### config.mk
export PLATFORM = sky130hd
export DESIGN_NAME = dmux8way16_dist
export DESIGN_NICKNAME = d
export VERILOG_FILES = /design/src/rtl/dmux8way16_dist.sv
export SDC_FILE = /design/constraint.sdc
export NUM_CORES = 1
export LEC_CHECK = 0
export CORE_MARGIN = 2
export CORE_UTILIZATION = 40
export CTS_BUF_LIST = sky130_fd_sc_hd__clkbuf_8
export CTS_CLUSTER_DIAMETER = 120
export CTS_CLUSTER_SIZE = 10
export DETAILED_ROUTE_END_ITERATION = 8
export PLACE_DENSITY = 0.76
export SYNTH_ARGS = -nofsm -noshare
export SYNTH_HDL_FRONTEND = slang
export SYNTH_SLANG_ARGS = --single-unit
export TNS_END_PERCENT = 5
### constraint.sdc
create_clock -name clk -period 5.2 [get_ports clk]
set_input_delay 1.04 -clock clk [delete_from_list [all_inputs] [get_ports clk]]
set_output_delay 1.04 -clock clk [all_outputs]
set_load 0.02 [all_outputs]
### src/rtl/dmux8way16_dist.sv
// dmux8way16_dist: one-to-eight stream demux with a one-entry register per channel and addressed or round-robin routing
//   clk, rst_n          : clock, asynchronous active-low reset
//   in_valid/in_ready   : upstream handshake; in_data is the offered word
//   sel, auto           : destination channel, or round-robin pointer when auto=1
//   out_valid/out_ready : per-channel handshake; out_data packs channel k at [WIDTH*k +: WIDTH]
//   ptr, xfer_count     : round-robin pointer and accepted-transfer count
module dmux8way16_dist #(
  parameter int WIDTH = 16
) (
  input  logic               clk,
  input  logic               rst_n,
  input  logic               in_valid,
  output logic               in_ready,
  input  logic [WIDTH-1:0]   in_data,
  input  logic [2:0]         sel,
  input  logic               auto,
  output logic [7:0]         out_valid,
  input  logic [7:0]         out_ready,
  output logic [8*WIDTH-1:0] out_data,
  output logic [2:0]         ptr,
  output logic [15:0]        xfer_count
);
  logic [7:0]       valid_q, valid_d, load;
  logic [WIDTH-1:0] data_q [8];
  logic [2:0]       ptr_q, ptr_d, tgt;
  logic [15:0]      cnt_q, cnt_d;
  logic             acc;
  always_comb begin
    tgt = auto ? ptr_q : sel;
    // a full target may still accept when it drains in the same cycle
    in_ready = ~valid_q[tgt] | out_ready[tgt];
    acc = in_valid & in_ready;
    for (int k = 0; k < 8; k++) begin
      load[k] = acc && (tgt == 3'(k));
      valid_d[k] = load[k] | (valid_q[k] & ~out_ready[k]);
    end
    ptr_d = ptr_q + 3'(acc & auto);
    cnt_d = cnt_q + 16'(acc);
  end
  always_ff @(posedge clk or negedge rst_n) begin
    if (!rst_n) begin
      valid_q <= '0;
      ptr_q <= '0;
      cnt_q <= '0;
      for (int k = 0; k < 8; k++) data_q[k] <= '0;
    end else begin
      valid_q <= valid_d;
      ptr_q <= ptr_d;
      cnt_q <= cnt_d;
      for (int k = 0; k < 8; k++) if (load[k]) data_q[k] <= in_data;
    end
  end
  for (genvar g = 0; g < 8; g++) begin : g_out
    assign out_data[WIDTH*g +: WIDTH] = data_q[g];
  end
  assign out_valid = valid_q;
  assign ptr = ptr_q;
  assign xfer_count = cnt_q;
endmodule

======== Yosys cells after proc, flatten, opt, wreduce, memory -nomap -nowiden ========
Cells that the tools add are included.
storage, ports and cells
  bits in registers ....................... 155
  input port bits ......................... 31
  logic and storage cells ................. 63
cells by class
  add/subtract/negate cells ............... 2
  $lt $le $gt $ge ......................... 1
  equality and inequality tests ........... 7
  muxes and demuxes ....................... 5
  bitwise logic cells ..................... 28
  reduce and logical (&&, ||, !) cells .... 9
operator list
  operator            count
  $add 16x1->16       1
  $eq 3x3->1 const B  4
  $and 1x1->1         10
  $not 1->1           9
  $or 1x1->1          9
  $logic_and 1x1->1   8
  $bmux 1 s3          2
  $eq 3x2->1 const B  2
  $lt 3x4->1 const B  1
  $add 3x1->3         1
  $eq 3x1->1 const B  1
  $logic_not 3->1     1
  $mux 3              1
  $mux 1              2

======== Logic depth before layout (Yosys ltp) ========
  word-level depth ........................ 8
  depth in mapped cells ................... 13
  gate-level depth less buffers ........... 11

======== Worst setup path after synthesis ========
Ideal clock, no wire load.
  path type ............................... in2reg
  start point ............................. input port auto
  end point ............................... register cnt_q[10] (netlist: xfer_count[10])
  setup time .............................. 0.130 ns
  data arrival time ....................... 3.763 ns
  data required time ...................... 5.070 ns
  slack ................................... 1.307 ns
  stages .................................. 12
  buffers on the path ..................... 1
  cells stage by stage .................... buf_4 -> mux2i_1 -> mux4_1 -> nor4_4 -> a21oi_1 -> and2_1 -> ha_1 -> ha_1 -> nand2_1 -> nor2_1 -> nand2_1 -> xnor2_1
on the way
  cells in the longest elaborated chain, start to end .. 7
  elaborated cells between the ends (all ways) .. 9
RTL lines
  element                       RTL line  RTL
  start, declared               16        input logic auto,
  $mux 3 *                      29        tgt = auto ? ptr_q : sel;
  $bmux 1 s3                    31        in_ready = ~valid_q[tgt] | out_ready[tgt];
  $mux 1 (not written as such)  31
  $not 1->1                     31
  $or 1x1->1 *                  31
  via in_ready                  13        output logic in_ready,
  $and 1x1->1 *                 32        acc = in_valid & in_ready;
  $add 16x1->16 *               38        cnt_d = cnt_q + 16'(acc);
  via cnt_d[10]                 26        logic [15:0] cnt_q, cnt_d;
  end signal, assigned          49        cnt_q <= cnt_d;
  end, declared                 26
The timed path passes the listed nets; every way through them passes the cells marked *. The select of a mux whose other input is x is not followed.
A chain may end at the register's enable or synchronous reset.

======== Worst setup path after layout ========
  start point ............................. input port sel[0]
  end point ............................... output port in_ready
on the way
  cells in the longest elaborated chain, start to end .. 5
  elaborated cells between the ends (all ways) .. 7
RTL lines
  element                       RTL line  RTL
  start, declared               15        input logic [2:0] sel,
  $mux 3 *                      29
  $bmux 1 s3                    31
  $mux 1 (not written as such)  31
  $not 1->1                     31
  $or 1x1->1 *                  31
  end, declared                 13
Every way passes the cells marked *; elsewhere a longest branch is shown, timed or not. The select of a mux whose other input is x is not followed.

==> results.py <==
metrics = {
    "outcome": {
        "status": "complete, no violations",
    },
    "layout": {
        "area_delta_synth_final_pct": 40.6,
        "layout.nets": 644,
        "layout_commonest_cell": "clkdlybuf4s50_1",
        "antenna_cells": 0,
        "utilization_pct": 57.5,
        "layout_common_cells": "clkdlybuf4s50_1 (185), dfrtp_1 (155), mux2_2 (128)",
        "layout-drive-gt1-share_pct": 29.4,
    },
    "detailed_routing": {
        "firstDrtPassIters": 4,
        "drt-initial-drc-count": 201,
        "drc_errors": 0,
        "ant_nets": 0,
        "routed_wirelength_um": 16000,
        "vias": 4152,
        "vias_per_cell": 5.13,
        "wl_per_cell_um": 19.8,
    },
    "logic_synthesis": {
        "ys_seq_area_share_pct": 62.6,
        "syn-num-nets": 440,
        "synth_largest_area_cell": "dfrtp_1",
        "synth.area.mux_share_pct": 25.3,
        "yosys.area_share.simple_pct": 3.98,
        "avgSynthCellArea_um2": 15.3,
        "synth_compound_area_share_pct": 3.17,
        "ys_warn_count": 0,
        "synthXorXnorAreaFrac_pct": 2.12,
        "ys_seq_elements": 155,
        "synth.top_cells.by_area": "dfrtp_1 (63%), mux2_2 (23%), xnor2_1 (1.4%)",
        "synth_cell_types": 37,
        "synth_top_family_by_area": "multiplexers",
        "synth_cells": 405,
        "synth_top_area_share_pct": 62.6,
        "synth_adder_area_share_pct": 0.808,
        "synth_area_um2": 6190,
    },
    "worst_hold_path": {
        "hold_end": "xfer_count[15]",
        "hold_depth": 1,
        "min_path_type": "flip-flop to flip-flop",
        "hold_start": "xfer_count[15]",
    },
    "die": {
        "rows": 45,
        "die_w_um": 128,
        "initial_core_util_pct": 40.9,
        "io_pins": 187,
        "core_area_um2": 15100,
        "die_y_um": 128,
        "dieArea_um2": 16500,
    },
    "power_and_ir_drop": {
        "p_per_area_nw_per_um2": 663,
        "total_leakage_power_nw": 3.70,
        "vdd.ir_drop.worst_mv": 0.369,
    },
    "worst_setup_path": {
        "path_class": "input port to output pin",
        "cp-startpoint": "sel[0]",
        "critPathMaxFanout": 8,
        "reg2reg_slack_ps": 2120,
        "r2r-start": "ptr[0]",
        "worstPathRequired_ps": 4160,
        "end_kind": "output pin",
        "cp.arrival_ps": 3640,
        "ff2ff_path_depth": 10,
        "critPathLaunchType": "input port",
        "rr_endpoint": "xfer_count[13]",
    },
    "sta": {
        "min_period_ps": 4680,
        "setup-violations-final": 0,
        "slew_violations": 0,
        "fin_ws_ps": 524,
        "maxSlewHeadroom_pct": 27.6,
        "hold_ws_ps": 496,
        "finalCritPeriodShare_pct": 89.9,
        "clock.fmax_mhz": 214,
        "hold_viol_final": 0,
        "worst_pin_slew_ps": 1090,
        "fin_skew_ps": 11.7,
        "rsz0062_at_grt": "no",
        "tns_ps": 0,
    },
    "cts": {
        "cts_buffers": 17,
        "cts.sinks": 155,
        "clock_tree.root_cell": "clkbuf_8",
        "postCtsHoldBufs": 0,
        "post_cts_buffers": 0,
        "cts_tree": "done",
        "cts_buffer_depth": 2,
        "ctsResizeCount": 0,
        "htree_levels": 4,
        "clk_pin_slew_ps": 80,
        "insertion_delay_ps": 440,
    },
    "global_route": {
        "gr-usage-all-layers_pct": 20.2,
        "grt_pass1_vias": 4487,
        "grt_first_pass_wirelength_um": 25200,
        "antenna_found_initial": 0,
        "grt_overflow": 0,
        "grt_start_max_net_pins": 123,
    },
    "placed_design": {
        "dp_slack_ps": 526,
        "gp_congestion": 0.917,
        "detailed_place_hpwl_um": 11000,
        "io_buffers": 186,
    },
    "flow_run": {
        "max_cap_violations": 0,
    },
}
power breakdown:
part           switching [mW]  total, mW  leakage, nW  internal [mW]
clock                   0.449      0.937        0.201          0.488
sequential              0.344       2.10         1.89           1.76
combinational            1.31       2.74         1.61           1.42
total                    2.10       5.77         3.70           3.67
registers in the layout (all words and copies together) (netlist names):
| signal | cells |
|---|---|
| out_data | 128 |
| xfer_count | 16 |
| out_valid | 8 |
| ptr | 3 |
per-layer routing:
layer  global-route usage (%)  part of all wire (%)  up-vias  wire length [um]
met3                     6.99                   7.2       16              1160
met1                     24.5                    41     2149              6540
met5                        0                     0        -                 0
met4                     6.92                   1.4        0               219
met2                     33.9                    51      138              8120
li1                         -                     -     1849                 -
layout make-up:
class                           instances  area (um^2)
Fill cell                            1216         6440
Sequential cell                       155         3880
Multi-Input combinational cell        227         2190
Timing Repair Buffer                  197         1950
Clock buffer                           18          248
Tap cell                              188          235
Clock inverter                         14          170
Inverter                               11         41.3
worst max-delay path by stage:
stage	endpoint	slack [ps]	depth (start not counted)
floorplan	xfer_count[10]	1310	12
global placement	in_ready	580	6
detailed placement	in_ready	530	6
CTS	in_ready	530	6
global route	in_ready	390	6
finish	in_ready	520	6
metrics by stage:
stage / power, mW / instances / cell area [um^2]
global placement: 4.79 / 778 / 8290
detailed placement: 4.87 / 778 / 8290
CTS: 5.83 / 810 / 8710
global route: 6.05 / 810 / 8710
finish: 5.77 / 810 / 8710
floorplan: 3.42 / 405 / 6190
cell usage after synthesis (all sizes together):
cell type and n:
a211oi 1, a21boi 2, a21o 4, a21oi 5, a221oi 1, a31o 1, a31oi 2, and2 2
and3 3, and4 1, buf 10, clkbuf 2, dfrtp 155, ha 4, inv 11, mux2 128
mux2i 7, mux4 2, nand2 14, nand2b 3, nand3 8, nand4 1, nor2 9, nor2b 2
nor4 1, o21ai 2, o221ai 1, o22ai 4, o32ai 3, or4bb 1, xnor2 10, xor2 5
cells by family after synthesis:
group | Yosys count
AND/OR/NAND/NOR | 45
adder cells (fa/ha/maj) | 4
multiplexers | 137
flip-flops | 155
XOR/XNOR | 15
AO/OA/AOI/OAI | 26
buffers and inverters | 23
critical path: stages:
cell             delay, ps
clkdlybuf4s50_1        530
mux2i_1                340
mux4_1                 590
a21boi_2               220
a21oi_1                260
clkdlybuf4s50_1        660
Note: power is estimated with default switching activity, not from simulation.
